$ cat src/rtl/ita_disp_drv.sv
// ============================================================================
// Module   : ita_disp_drv
// Purpose  : Pad driver for a 12-digit 14-segment scanned display. Registers
//            the scan multiplexer's digit select and segment pattern, forces a
//            blanking interval on every input change to suppress ghosting,
//            applies PWM brightness, flags illegal select codes and applies
//            pad polarity. All outputs are registered.
// Ports    : clk       - sole clock, rising edge
//            rst_n     - asynchronous active-low reset
//            sel_in    - one-hot digit select from the scan multiplexer
//            segm_in   - segment pattern, 1 = lit
//            en        - display enable, 0 = all dark
//            bright    - PWM duty numerator, 0 = dark
//            sel_out   - pad-level digit select
//            segm_out  - pad-level segments
//            err       - sticky illegal-select flag, cleared only by reset
// Revision : 1.0 - initial release
// ============================================================================
`default_nettype none

module ita_disp_drv #(
    parameter int unsigned BLANK_CYCLES   = 2,
    parameter int unsigned PWM_BITS       = 4,
    parameter bit          SEL_ACTIVE_LOW = 1'b1,
    parameter bit          SEG_ACTIVE_LOW = 1'b0
) (
    input  logic                clk,
    input  logic                rst_n,
    input  logic [11:0]         sel_in,
    input  logic [13:0]         segm_in,
    input  logic                en,
    input  logic [PWM_BITS-1:0] bright,
    output logic [11:0]         sel_out,
    output logic [13:0]         segm_out,
    output logic                err
);

    localparam logic [1:0] c_ST_OFF   = 2'd0;
    localparam logic [1:0] c_ST_BLANK = 2'd1;
    localparam logic [1:0] c_ST_DRIVE = 2'd2;

    localparam logic [3:0]          c_BLANK_LOAD = 4'(BLANK_CYCLES);
    localparam logic [PWM_BITS-1:0] c_PWM_MAX    = '1;
    localparam logic [11:0]         c_SEL_POL    = {12{SEL_ACTIVE_LOW}};
    localparam logic [13:0]         c_SEG_POL    = {14{SEG_ACTIVE_LOW}};

    // Registered state
    logic [1:0]          state_q,     state_d;
    logic [3:0]          blank_cnt_q, blank_cnt_d;
    logic [PWM_BITS-1:0] pwm_cnt_q,   pwm_cnt_d;
    logic [PWM_BITS-1:0] bright_q,    bright_d;
    logic [25:0]         in_q;
    logic [25:0]         last_q;
    logic                err_q,       err_d;
    logic [11:0]         sel_out_q,   sel_out_d;
    logic [13:0]         segm_out_q,  segm_out_d;

    logic [11:0] w_in_sel;
    logic [13:0] w_in_segm;
    logic        w_change;
    logic        w_legal;
    logic        w_lit;

    assign w_in_sel  = in_q[25:14];
    assign w_in_segm = in_q[13:0];

    // Any difference over select and segments forces a fresh blanking interval,
    // so a new select can never appear with the previous digit's segments.
    assign w_change  = (in_q != last_q);
    assign w_legal   = $onehot(w_in_sel);

    // ------------------------------------------------------------------------
    // State register
    // ------------------------------------------------------------------------
    always_ff @(posedge clk or negedge rst_n) begin
        if (!rst_n) begin
            state_q     <= c_ST_OFF;
            blank_cnt_q <= '0;
            pwm_cnt_q   <= '0;
            bright_q    <= '0;
            in_q        <= '0;
            last_q      <= '0;
            err_q       <= 1'b0;
            sel_out_q   <= c_SEL_POL;
            segm_out_q  <= c_SEG_POL;
        end else begin
            state_q     <= state_d;
            blank_cnt_q <= blank_cnt_d;
            pwm_cnt_q   <= pwm_cnt_d;
            bright_q    <= bright_d;
            in_q        <= {sel_in, segm_in};
            last_q      <= in_q;
            err_q       <= err_d;
            sel_out_q   <= sel_out_d;
            segm_out_q  <= segm_out_d;
        end
    end

    // ------------------------------------------------------------------------
    // Next-state logic
    // ------------------------------------------------------------------------
    always_comb begin
        state_d     = state_q;
        blank_cnt_d = blank_cnt_q;
        pwm_cnt_d   = pwm_cnt_q;
        bright_d    = bright_q;

        if (!en) begin
            state_d = c_ST_OFF;
        end else begin
            case (state_q)
                c_ST_OFF: begin
                    state_d     = c_ST_BLANK;
                    blank_cnt_d = c_BLANK_LOAD;
                end
                c_ST_BLANK: begin
                    if (w_change) begin
                        blank_cnt_d = c_BLANK_LOAD;
                    end else if (blank_cnt_q == 4'd0) begin
                        state_d   = c_ST_DRIVE;
                        pwm_cnt_d = '0;
                        bright_d  = bright;
                    end else begin
                        blank_cnt_d = blank_cnt_q - 4'd1;
                    end
                end
                c_ST_DRIVE: begin
                    if (w_change) begin
                        state_d     = c_ST_BLANK;
                        blank_cnt_d = c_BLANK_LOAD;
                    end else begin
                        pwm_cnt_d = pwm_cnt_q + 1'b1;
                        // Brightness only updates at a period boundary so a
                        // pulse already in progress is never cut short.
                        if (pwm_cnt_q == c_PWM_MAX) begin
                            bright_d = bright;
                        end
                    end
                end
                default: begin
                    state_d = c_ST_OFF;
                end
            endcase
        end
    end

    // ------------------------------------------------------------------------
    // Output logic. Evaluated on the next-state values so the pads reflect the
    // state being entered on this edge (e.g. dark on the same edge that enters
    // BLANK or OFF).
    // ------------------------------------------------------------------------
    always_comb begin
        w_lit      = (state_d == c_ST_DRIVE) && (pwm_cnt_d < bright_d) && w_legal;
        sel_out_d  = (w_lit ? w_in_sel  : 12'h000)  ^ c_SEL_POL;
        segm_out_d = (w_lit ? w_in_segm : 14'h0000) ^ c_SEG_POL;
        // Select legality is only judged while the display is active; with the
        // display off the registered input is still the all-zero reset value
        // or an idle multiplexer, which is not a fault.
        err_d      = err_q | (!w_legal && (state_q != c_ST_OFF));
    end

    assign sel_out  = sel_out_q;
    assign segm_out = segm_out_q;
    assign err      = err_q;

endmodule

`default_nettype wire

$ cat config.mk
export PLATFORM = sky130hd
export DESIGN_NAME = ita_disp_drv
export DESIGN_NICKNAME = d
export VERILOG_FILES = /design/src/rtl/ita_disp_drv.sv
export SDC_FILE = /design/constraint.sdc
export NUM_CORES = 1
export LEC_CHECK = 0
export CAP_MARGIN = 20
export CORE_MARGIN = 10
export CORE_UTILIZATION = 40
export DETAILED_ROUTE_END_ITERATION = 8
export GPL_TIMING_DRIVEN = 0
export PLACE_DENSITY = 0.7
export SLEW_MARGIN = 0
export SYNTH_ARGS = -nofsm -noshare
export SYNTH_HDL_FRONTEND = slang
export SYNTH_SLANG_ARGS = --single-unit
$ cat constraint.sdc
create_clock -name clk -period 10.7 [get_ports clk]
set_input_delay 1.07 -clock clk [delete_from_list [all_inputs] [get_ports clk]]
set_output_delay 1.07 -clock clk [all_outputs]
set_load 0.01 [all_outputs]
==> summary.md <==
| Metric | Value |
|---|---|
| Status | `finished clean` |
| Fin area | `approximately 4800 um2` |
| Top Ports | `60` |
| Critical Path Source | `in_q[14]$_DFF_PN0_` |
| Clock Skew | `0.01652 ns` |
| Worst Hold End | `last_q[13]$_DFF_PN0_` |
| Reg2reg end | `segm_out[7]$_DFF_PN0_` |
| EDFF count, synth | `0` |
| Crit end category | `flop` |
| Via count | `about 2500` |
| Routed wire length | `between 7000 and 8000 um` |
| Largest net degree at the start of global routing | `77` |
| Placed inst area | `4642 um2` |
| Net load switching power | `between 150 and 200 uW` |
| Worst Tran Pin Value | `0.6647 ns` |
| Total track usage | `0.1174` |
| F_max | `between 0.15 and 0.2 GHz` |
| Cell Pwr Density | `143.5 nW/um2` |
| CTS root buffer | `clkbuf_8` |
| Commonest non-fill, non-tap cell in the layout | `dfrtp_1` |
| Final setup viols | `0` |
| Area growth from synthesis to layout | `24.86%` |
| Port bufs | `59` |
| Vias in the first global route | `between 2000 and 3000` |
| Final hold vios | `0` |
| Worst skew pair latency | `~0.38 ns` |
| #FFs+latches synth | `93` |
| Area contributors post-synth | `dfrtp_1, dfstp_2, ha_1` |
| Max_slew headroom | `0.5538` |
| Chip Width | `roughly 120 um` |
| Post-CTS Setup Repair Bufs | `0` |
| Max-cap viol count | `0` |
| Initial Util | `0.4144` |
| Die area | `approximately 14000 um2` |
| RSZ-0062 raised after global routing | `false` |
| Layout cells sized above 1 | `0.1189` |
| Global-route wire length before repair | `roughly 13000 um` |
| Max Transition Viols Final | `0` |
| Critical path data required time | `about 11 ns` |
| Worst-path clk slew | `~0.09 ns` |
| Syn_nets | `366` |
| Core area | `9328 um2` |
| CTS Buf Count | `9` |
| Comb pwr share | `0.150` |
| Post-synth top flop | `dfrtp_1` |
| CTS resizes | `0` |
| Worst hold start | `in_q[13]$_DFF_PN0_` |
| DRT Pass-1 Iters | `4` |
| Place WS | `slightly above 5 ns` |
| Period minus WS final | `roughly 5.7 ns` |
| Period utilisation layout | `0.5284` |
| Clock sink count | `93` |
| Synth top area share | `0.5244` |
| Synthesized instance count | `roughly 310` |
| Starting DRT DRC Count | `85` |
| Clock buffer depth | `2` |
| Placement Rows | `35` |
| Synth unique cells | `41` |
| Worst hold slack | `around 0.43 ns` |
| Routed length per instance | `about 15 um` |
| R2R setup slack | `around 5.0 ns` |
| Clock power frac | `0.314` |
| CTS tree | `built` |
| Internal power | `about 500 uW` |
| # hold bufs at CTS | `0` |
| VDD IR max | `approximately 0.088 mV` |
| Worst EP arrival | `5.90 ns` |
| Routability cong. | `approximately 0.87` |
| Overflow after GRT | `0` |
| Worst reg2reg path depth | `17` |
| Switch share | `0.2793` |
| Mean Syn Cell Area | `12.43 um2` |
| Register share of total power | `0.536` |
| Initial antenna violation count | `0` |
| Syn. warnings | `0` |
| Post-Syn Area | `between 3000 and 4000 um2` |
| Worst r2r src | `in_q[14]$_DFF_PN0_` |
| Asr flop ratio synth | `1.000` |
| CTS H-tree lvls | `3` |
| HP Class | `reg -> reg` |
| Setup ws final | `5.047 ns` |
| Ant diodes | `0` |
| Routed vias/inst | `between 4 and 5` |
| Post-synth top area cell | `dfrtp_1` |
| Crit-path max FO | `10` |
| # nets final | `between 400 and 500` |
| Sequential share of the synthesized area | `0.6060` |
| Antenna Nets Post-Route | `0` |
| Fin Setup TNS | `0 ns` |
| Leading cell types in the layout, fill and taps excluded | `dfrtp_1, clkdlybuf4s50_1, nand2_1, inv_1, nor4_1` |
| Critical path class | `reg -> reg` |
| Die Ht | `118.3 um` |
| DRC errors left | `0` |
| Setup crit start kind | `flop` |
| Lkg Pwr | `between 0.002 and 0.0025 uW` |
| Cells on Worst Hold Path | `0` |
| Dpl hpwl | `about 5900 um` |
-- kinds of logic after synthesis --
family	count (synthesis)	synth area share
AND/OR/NAND/NOR	100	0.1457
flip-flops	93	0.6060
buffers and inverters	38	0.04079
XOR/XNOR	30	0.06799
AO/OA/AOI/OAI	28	0.05471
adder cells (fa/ha/maj)	22	0.08482
-- per-layer routing --
layer / global-route usage / routed length [um]
met1: 0.1409 / 3499
met2: 0.1867 / 3761
met3: 0.04188 / 431
met4: 0.05023 / 154
met5: 0 / 0
-- state kept, by name, indices dropped and copies added, names as in the netlist --
signal       cells
in_q            26
last_q          26
segm_out        14
sel_out         12
blank_cnt_q      4
bright_q         4
pwm_cnt_q        4
state_q          2
err              1
-- metrics by stage --
stage	std cells	total power (uW)	util
2_1_floorplan	311	441.8	-
3_3_place_gp	499	477.8	0.4950
3_5_place_dp	500	483.3	0.4977
4_1_cts	516	701.1	0.5174
5_1_grt	516	731.1	0.5174
6_report	516	692.6	0.5174
-- worst max-delay path, cell delays in order (launching register included) --
cell and delay, ns:
dfrtp_1 0.45, fa_1 0.52, fa_1 0.53, inv_1 0.05, fa_1 0.50, fa_1 0.42, inv_1 0.07, ha_1 0.15
inv_1 0.05, fa_1 0.37, a2111oi_0 0.40, a21oi_1 0.07, or3_1 0.41, a211oi_2 0.50, buf_2 0.32, clkbuf_1 0.39
nand2_1 0.09, nor4_1 0.22
-- final cells by class --
| class | instances | area (um2) |
|---|---|---|
| inverter | 27 | 101.3 |
| buffer | 11 | 56.30 |
| clock inverter | 5 | 42.54 |
| sequential | 93 | 2342 |
| tap | 129 | 161.4 |
| clock buffer | 11 | 141.4 |
| multi-input combinational | 180 | 1365 |
| fill | 820 | 4502 |
| timing repair buffer | 60 | 615.6 |
-- worst max path at each step --
stage / endpoint / slack (ns) / cells past startpoint
after global routing: segm_out[6]$_DFF_PN0_ / 4.63 / 17
after CTS: segm_out[7]$_DFF_PN0_ / 5.04 / 17
after detailed placement: segm_out[7]$_DFF_PN0_ / 5.07 / 17
final: segm_out[7]$_DFF_PN0_ / 5.05 / 17
after global placement: segm_out[6]$_DFF_PN0_ / 5.11 / 17
after floorplan: segm_out[10]$_DFF_PN0_ / 5.73 / 17
-- synthesized netlist by cell type (2+ instances only) --
library cell / count
a21o_1: 3
a21oi_1: 5
a22oi_1: 3
a41oi_1: 2
and2_1: 3
and3_1: 4
buf_2: 6
clkbuf_1: 4
dfrtp_1: 81
dfstp_2: 12
fa_1: 7
ha_1: 15
inv_1: 27
nand2_1: 40
nand3_1: 3
nand4_1: 6
nor2_1: 5
nor3b_1: 3
nor4_1: 17
o21ai_0: 6
or4_1: 7
or4_4: 5
xnor2_1: 15
xor2_1: 15
-- power groups by stage --
stage	clock (uW)	sequential, uW	combinational (uW)
6_report	218	371	104
4_1_cts	224	371	106
5_1_grt	238	372	121
3_5_place_dp	0	378	105
2_1_floorplan	0	375	66.6
3_3_place_gp	0	377	100
No activity file was read; power rests on OpenSTA's default activity.
